[src/rtl/microstate_sequencer.sv]
// Control-unit microsequencer: fetch/decode, then the execute micro-sequence for the
// entry state chosen by the instruction encoder, with a bounded wait on memory completion.
module microstate_sequencer #(
    parameter int STATE_W     = 8,
    parameter int MOC_TIMEOUT = 15
) (
    input  logic               clk,
    input  logic               reset,
    input  logic [STATE_W-1:0] entry_state,
    input  logic               cond_true,
    input  logic               is_load,
    input  logic [15:0]        reg_list,
    input  logic               moc,
    output logic [STATE_W-1:0] state,
    output logic               mar_ld,
    output logic               pc_ld,
    output logic               ir_ld,
    output logic               rf_ld,
    output logic               mem_en,
    output logic               mem_rw,
    output logic               illegal,
    output logic               mem_fault,
    output logic [4:0]         xfer_left
);

    localparam int TMO_W = (MOC_TIMEOUT < 2) ? 1 : $clog2(MOC_TIMEOUT);
    localparam logic [TMO_W-1:0] TMO_LAST = TMO_W'(MOC_TIMEOUT - 1);

    typedef enum logic [STATE_W-1:0] {
        ST_RESET   = STATE_W'(0),
        ST_FETCH0  = STATE_W'(1),
        ST_FETCH1  = STATE_W'(2),
        ST_FETCH2  = STATE_W'(3),
        ST_DECODE  = STATE_W'(4),
        ST_MEMWAIT = STATE_W'(120),
        ST_WB      = STATE_W'(121),
        ST_BLPC    = STATE_W'(122),
        ST_MXFER   = STATE_W'(124),
        ST_MNEXT   = STATE_W'(125)
    } ustate_t;

    typedef enum logic [2:0] {G_NONE, G_DP, G_LS, G_B, G_BL, G_MUL} grp_t;

    function automatic grp_t group_of(input logic [STATE_W-1:0] s);
        int v;
        v = int'(s);
        if (v == 5 || v == 6 || v == 10 || v == 11 || (v >= 39 && v <= 64) || (v >= 81 && v <= 108))
            return G_DP;
        if (v >= 25 && v <= 36) return G_LS;
        if (v == 37) return G_B;
        if (v == 38) return G_BL;
        if (v >= 65 && v <= 80) return G_MUL;
        return G_NONE;
    endfunction

    logic [STATE_W-1:0] state_reg, state_next;
    logic [4:0]         xfer_reg, xfer_next;
    logic               load_reg, load_next;
    logic [TMO_W-1:0]   tmo_reg, tmo_next;

    logic [15:0] pair_flat;
    logic [4:0]  pop_cnt;
    logic [4:0]  xfer_dec;
    logic        tmo_expire;

    // Two-bit partial sums per register pair, then an 8-term sum: 16 fits in 5 bits.
    for (genvar gi = 0; gi < 8; gi++) begin : g_pair
        assign pair_flat[2*gi +: 2] = {1'b0, reg_list[2*gi]} + {1'b0, reg_list[2*gi+1]};
    end

    always_comb begin
        pop_cnt = '0;
        for (int i = 0; i < 8; i++) pop_cnt = pop_cnt + {3'd0, pair_flat[2*i +: 2]};
    end

    assign xfer_dec   = (xfer_reg != 5'd0) ? xfer_reg - 5'd1 : 5'd0;
    assign tmo_expire = (tmo_reg == TMO_LAST);
    assign state      = state_reg;
    assign xfer_left  = xfer_reg;

    always_ff @(posedge clk) begin
        if (reset) begin
            state_reg <= ST_RESET;
            xfer_reg  <= '0;
            load_reg  <= 1'b0;
            tmo_reg   <= '0;
        end else begin
            state_reg <= state_next;
            xfer_reg  <= xfer_next;
            load_reg  <= load_next;
            tmo_reg   <= tmo_next;
        end
    end

    always_comb begin
        state_next = state_reg;
        xfer_next  = xfer_reg;
        load_next  = load_reg;
        tmo_next   = '0;
        mar_ld     = 1'b0;
        pc_ld      = 1'b0;
        ir_ld      = 1'b0;
        rf_ld      = 1'b0;
        mem_en     = 1'b0;
        mem_rw     = 1'b0;
        illegal    = 1'b0;
        mem_fault  = 1'b0;
        case (state_reg)
            ST_RESET:  state_next = ST_FETCH0;
            ST_FETCH0: begin mar_ld = 1'b1; state_next = ST_FETCH1; end
            ST_FETCH1: begin pc_ld = 1'b1; state_next = ST_FETCH2; end
            ST_FETCH2: begin
                mem_en = 1'b1;
                mem_rw = 1'b1;
                if (moc) begin
                    ir_ld      = 1'b1;
                    state_next = ST_DECODE;
                end else if (tmo_expire) begin
                    mem_fault  = 1'b1;
                    state_next = ST_FETCH0;
                end else begin
                    tmo_next = tmo_reg + TMO_W'(1);
                end
            end
            ST_DECODE: begin
                if (!cond_true) begin
                    state_next = ST_FETCH0;
                end else if (group_of(entry_state) == G_NONE) begin
                    illegal    = 1'b1;
                    state_next = ST_FETCH0;
                end else begin
                    state_next = entry_state;
                end
            end
            ST_MEMWAIT: begin
                mem_en = 1'b1;
                mem_rw = load_reg;
                if (moc) begin
                    state_next = ST_WB;
                end else if (tmo_expire) begin
                    mem_fault  = 1'b1;
                    state_next = ST_FETCH0;
                end else begin
                    tmo_next = tmo_reg + TMO_W'(1);
                end
            end
            ST_WB:   begin rf_ld = 1'b1; state_next = ST_FETCH0; end
            ST_BLPC: begin pc_ld = 1'b1; state_next = ST_FETCH0; end
            ST_MXFER: begin
                mem_en = 1'b1;
                mem_rw = load_reg;
                if (moc) begin
                    rf_ld      = load_reg;
                    xfer_next  = xfer_dec;
                    state_next = (xfer_dec == 5'd0) ? ST_FETCH0 : ST_MNEXT;
                end else if (tmo_expire) begin
                    // An aborted block transfer leaves nothing pending.
                    mem_fault  = 1'b1;
                    xfer_next  = 5'd0;
                    state_next = ST_FETCH0;
                end else begin
                    tmo_next = tmo_reg + TMO_W'(1);
                end
            end
            ST_MNEXT: begin mar_ld = 1'b1; state_next = ST_MXFER; end
            default: begin
                // Execute entry states are numbered by the encoder, decoded here by range.
                case (group_of(state_reg))
                    G_DP: begin rf_ld = 1'b1; state_next = ST_FETCH0; end
                    G_LS: begin
                        mar_ld     = 1'b1;
                        load_next  = is_load;
                        state_next = ST_MEMWAIT;
                    end
                    G_B:  begin pc_ld = 1'b1; state_next = ST_FETCH0; end
                    G_BL: begin rf_ld = 1'b1; state_next = ST_BLPC; end
                    G_MUL: begin
                        mar_ld     = 1'b1;
                        load_next  = is_load;
                        xfer_next  = pop_cnt;
                        state_next = (pop_cnt == 5'd0) ? ST_FETCH0 : ST_MXFER;
                    end
                    default: begin illegal = 1'b1; state_next = ST_FETCH0; end
                endcase
            end
        endcase
    end

endmodule
[config.mk]
export PLATFORM = sky130hd
export DESIGN_NAME = microstate_sequencer
export DESIGN_NICKNAME = d
export VERILOG_FILES = /design/src/rtl/microstate_sequencer.sv
export SDC_FILE = /design/constraint.sdc
export NUM_CORES = 1
export LEC_CHECK = 0
export ABC_AREA = 1
export CAP_MARGIN = 30
export CORE_MARGIN = 2
export CORE_UTILIZATION = 54
export DETAILED_ROUTE_END_ITERATION = 8
export PLACE_DENSITY = 0.86
export SLEW_MARGIN = 20
export SYNTH_ARGS = -nofsm -noshare
export SYNTH_HDL_FRONTEND = slang
export SYNTH_SLANG_ARGS = --single-unit
export TNS_END_PERCENT = 30
[constraint.sdc]
create_clock -name clk -period 12.95 [get_ports clk]
set_input_delay 1.9425 -clock clk [delete_from_list [all_inputs] [get_ports clk]]
set_output_delay 1.9425 -clock clk [all_outputs]
set_load 0.01 [all_outputs]
# Yosys cells after proc, flatten, opt, wreduce, memory -nomap -nowiden
# Cells that the tools add are included.
[word_totals]
regBits = 18
in_bits = 29
output_inout_bits = 21
wordCells = 213
[classes]
addsub = 17
order_cmp = 16
eq_ne = 28
n_mux = 104
bitwise_logic = 3
n_reduce_logical = 41
[ops]
columns = ["operator", "count"]
rows = [
  ["$mux W3", 26],
  ["$eq A8 B7 Y1 const B", 9],
  ["$pmux W8 S8", 1],
  ["$mux W1", 58],
  ["$le A8 B7 Y1 const B", 6],
  ["$mux W8", 6],
  ["$eq A8 B4 Y1 const B", 4],
  ["$eq A8 B5 Y1 const B", 4],
  ["$ge A8 B7 Y1 const B", 4],
  ["$reduce_or A8 Y1", 3],
  ["$pmux W7 S3", 1],
  ["$add A5 B2 Y5", 4],
  ["$mux W5", 4],
  ["$reduce_or A9 Y1", 2],
  ["$add A1 B1 Y2", 8],
  ["$eq A8 B2 Y1 const B", 2],
  ["$ge A8 B5 Y1 const B", 2],
  ["$ge A8 B6 Y1 const B", 2],
  ["$le A8 B6 Y1 const B", 2],
  ["$mux W7", 2],
  ["$logic_not A5 Y1", 2],
  ["$logic_or A1 B1 Y1", 10],
  ["$pmux W5 S2", 1],
  ["$reduce_or A10 Y1", 1],
  ["other kinds (26)", 45],
]

# Longest topological paths before layout
[logic_depth]
ltp_word = 38
mapped_depth = 17
ltp_nobuf = 17

# Worst setup path before layout
# No wires, ideal clock.
[synth_timing]
path_kind = "input-to-reg"
from = "in reg_list[0]"
to = "reg state_reg[3], in the netlist state[3]"
setup_time_ps = 115
t_arrival_ps = 5427
required_time_ps = 12835
path_slack_ps = 7408
stages = 15
path_buffers = 0
cell_sequence = "inv_1 fa_1 fa_1 fa_1 fa_1 inv_1 ha_1 fa_1 xnor2_1 nand3_1 or2_2 o21ai_1 nand3_1 nand2_1 nand2_1"
[synth_between]
elab_chain_cells = 12
[synth_rtl]
columns = ["element", "line_no", "rtl"]
rows = [
  ["from (decl)", "12", "input logic [15:0] reg_list,"],
  ["$add A1 B1 Y2", "68", "assign pair_flat[2*gi +: 2] = {1'b0, reg_list[2*gi]} + {1'b0, reg_list[2*gi+1]};"],
  ["$add A2 B2 Y3", "73", "for (int i = 0; i < 8; i++) pop_cnt = pop_cnt + {3'd0, pair_flat[2*i +: 2]};"],
  ["$add A3 B2 Y4", "73", ""],
  ["$add A4 B2 Y5", "73", ""],
  ["$add A5 B2 Y5 (4 in a row)", "73", ""],
  ["$logic_not A5 Y1", "181", "state_next = (pop_cnt == 5'd0) ? ST_FETCH0 : ST_MXFER;"],
  ["$mux W7", "181", ""],
  ["$pmux W7 S3", "168", "case (group_of(state_reg))"],
  ["$pmux W8 S8", "108", "case (state_reg)"],
  ["to (signal assigned)", "88", "state_reg <= state_next;"],
  ["to (decl)", "56", "logic [STATE_W-1:0] state_reg, state_next;"],
]
# Every way passes these cells.
# A chain may end at the register's enable or synchronous reset.

# Final worst setup path
[layout_timing]
from = "in reg_list[0]"
to = "reg state_reg[0], in the netlist state[0]"
# The elaborated chain is that of the path after synthesis.

==> results.md <==
- Status: finished clean
- Starting density of the core: 56.2%
- Leakage: 1.34 nW
- Share of layout cells above drive strength 1: 8.42%
- Peak clock frequency supported by timing: 169 MHz
- Final-stage net count: 429
- Buffers from clock root to sink, at most: 2
- Half-perimeter wire length of the detailed placement result: 4260 um
- Number of routed nets with antenna violations: 0
- Via density per instance: 5.25
- Number of post-CTS setup repair buffers: 0
- Data required time at the worst endpoint: 13.15 ns
- Total iterations of the first detailed-routing run: 5
- Final worst-path cycle share: 45.7%
- Net count after synthesis: ~380
- Worst r2r path cells: 11
- Setup TNS Final: 0 ns
- Clock Pin Slew Worst Setup and Hold Paths: roughly 0.07 ns
- Flip-flop count of the largest register, all copies and words added: 8
- Inserted Diodes: 0
- Floorplan row count: 22
- DRC violation count after routing: 0
- TritonCTS clock tree: yes
- Met3 layer wire length in the routed design: 284 um
- Count of buffer and inverter cells on the critical path: 3
- Number of clock sinks: 18
- Worst Clk Skew: 0.00514 ns
- HP Start: tmo_reg[0]$_SDFF_PP0_
- Maximum number of pins on one net before global-route repair: 12
- Top fanout value on the critical path: 2
- R2r endpoint: state[6]$_SDFF_PP0_
- Die Span X: 65.5 um
- Highest routed layer: met4
- Final critical-path required period: roughly 6 ns
- Global-route wire length before repair: 8650 um
- Inserted Clock Buffers: 3
- Average wire length per cell after detail routing: 12.0 um
- Startpoint of the most critical register-to-register path: xfer_left[0]$_SDFFE_PP0P_
- Endpoint class of the critical path: register
- Worst relative slew slack: 67.3%
- Series of cell instances along the critical path: clkdlybuf4s50_1 -> inv_1 -> fa_1 -> fa_1 -> fa_1 -> fa_1 -> inv_1 -> ha_1 -> fa_1 -> xnor2_1 -> nand3_1 -> or2_2 -> o21ai_1 -> nand2_1 -> nor2_1 -> nand2_1 -> nand2_1
- Post-placement worst setup slack: 6.75 ns
- Number of setup violations in the final report: 0
- DRT Wirelength: 5140 um
- Final Hold Violating Endpoints: 0
- Unrepaired setup endpoints after global routing: false
- Synth cell types: 36
- Layout overhead on the synthesized area: 29.4%
- Routability congestion estimate: 0.961
- Setup slack of the worst register-to-register path: 11.24 ns
- Standard cell with the maximum stage delay on the critical path: fa_1
- Standard cell core area: 0.00363 sq mm
- I/O pin count: 50
- CP dominant cell by count: fa_1
- Port Buf Inserts: between 40 and 50
- H-Tree Depth: 1
- Peak VDD IR: 0.100 mV
- Source-to-sink clock delay at the later pin of the worst-skew pair: approximately 0.26 ns
- Number of instances in the synthesized netlist: 328
- Hold endpoint: tmo_reg[0]$_SDFF_PP0_
- Yosys synthesis warning count: 0
- Worst hold path class: reg2reg
- Via count of the first global-routing pass: 2066
- Iteration-0 DRC Markers: roughly 210
- Number of cells on the worst hold path: 1
- Total of cells resized after clock tree synthesis: 0
- Critical Setup Path Class: in2reg
- Delay contributed by the slowest stage of the critical path: 0.56 ns
- Via count: around 2.2k
- Initial antenna violation count: 0
- Vertical extent of the die: ~65 um
- Post-synthesis sequential area ratio: 17.7%
- Met2 wirelength from detailed routing: 2600 um
- Final count of pins violating max slew: 0
- Overall fraction of global-route tracks in use: 25.7%
- Critical path depth: 17
- Maxcap violations: 0
- Delay-heaviest family, CP: adder cells
- Launching element type of the critical path: input pin
- Transition at the pin with the smallest max-transition slack: just under 0.5 ns
- Cell Pwr Density: around 140 mW/mm^2
- Cts hold-fix bufs: 0
- Detailed-route wire length on metal 1: 2150 um
- Final global-route overflow total: 0
- PnR worst setup slack: 7.03 ns
- Die area: 0.00429 sq mm
- CP arrival: 6.12 ns
- Seq cells post-synth: 18
- Total standard cell area after synthesis: 0.00204 sq mm
- Clock root buffer master: clkbuf_8
- Synthesized area per cell: 6.22 sq um
## routing by layer
| metal | global-route usage, % | vias up |
|---|---|---|
| li1 | - | 1135 |
| met1 | 30.1 | 1014 |
| met2 | 48.0 | 86 |
| met3 | 4.79 | 14 |
| met4 | 6.25 | 0 |
| met5 | 0 | - |
## cells in the mapped netlist (all sizes together)
cell type / number / area share (%)
dfxtp: 18 / 18
xnor2: 2 / 0.86
o2111ai: 1 / 0.43
o22ai: 4 / 1.2
conb: 1 / 0.18
and3: 2 / 0.61
buf: 1 / 0.25
o21bai: 1 / 0.37
clkinv: 1 / 0.18
nor2: 43 / 10
nand4: 11 / 3.7
a21oi: 8 / 2.5
nor4: 1 / 0.31
a21boi: 1 / 0.37
nand3: 23 / 6.7
inv: 68 / 13
xor2: 2 / 0.86
nand2: 95 / 18
nor3: 3 / 0.74
or2: 1 / 0.31
a31oi: 2 / 0.61
fa: 10 / 9.8
o211ai: 1 / 0.37
ha: 9 / 5.5
o21ai: 19 / 4.8
## power breakdown
| part | internal, mW | total, mW | switching, mW |
|---|---|---|---|
| logic | 0.107 | 0.250 | 0.144 |
| registers | 0.0674 | 0.0847 | 0.0174 |
| clock network | 0.0271 | 0.0472 | 0.0202 |
## cell families (layout without fill, tap and decap cells)
family | count (synthesis) | in the layout | share of synthesized area, %
xor+xnor | 4 | 4 | 1.72
other cells | 1 | 1 | 0.184
fa+ha+maj | 19 | 19 | 15.3
flops | 18 | 18 | 17.7
buf+inv | 70 | 122 | 13.1
simple gates | 179 | 179 | 41.3
compound gates | 37 | 37 | 10.7
## how the worst max path moves through the flow
stage	from	to	slack, ns
CTS	reg_list[0]	state[0]$_SDFF_PP0_	7.01
detailed placement	reg_list[0]	state[4]$_SDFF_PP0_	6.75
finish	reg_list[0]	state[0]$_SDFF_PP0_	7.03
global placement	reg_list[0]	state[6]$_SDFF_PP0_	6.80
global route	reg_list[0]	state[0]$_SDFF_PP0_	6.71
floorplan	reg_list[0]	state[3]$_SDFF_PP0_	7.41
## per-stage QoR
stage          util (%)  cell area, sq um  instances  hold WS [ns]  power [mW]
2_1_floorplan         -              2040        328         0.430       0.254
3_3_place_gp       71.2              2590        424         0.445       0.327
3_5_place_dp       71.2              2590        424         0.449       0.332
4_1_cts            72.7              2640        428         0.465       0.382
5_1_grt            72.7              2640        428         0.479       0.418
6_report           72.7              2640        428         0.461       0.382
## cells in the final DEF, fill, tap and decap left out, types with 2 or more instances in the layout
master           instances
nand2_1                 87
nor3_1                   3
xnor2_1                  2
clkbuf_8                 4
dfxtp_1                 18
nand4_1                 10
a21oi_1                  7
clkdlybuf4s50_1         49
o21ai_0                  9
nand2_2                  8
nor2_2                   6
and3_1                   2
nor2_1                  32
o21ai_1                  9
fa_1                    10
nand3_2                  2
inv_1                   66
o22ai_1                  4
ha_1                     9
a31oi_1                  2
xor2_1                   2
nor2_4                   5
nand3_1                 20
## layout make-up
type                    count  area, sq um
clock buffers               4         55.1
flip-flops and latches     18          360
well taps                  48         60.1
repair buffers             49          490
inverters                  69          262
fillers                   335          992
multi-input cells         240         1410
Note: power is estimated with default switching activity, not from simulation.
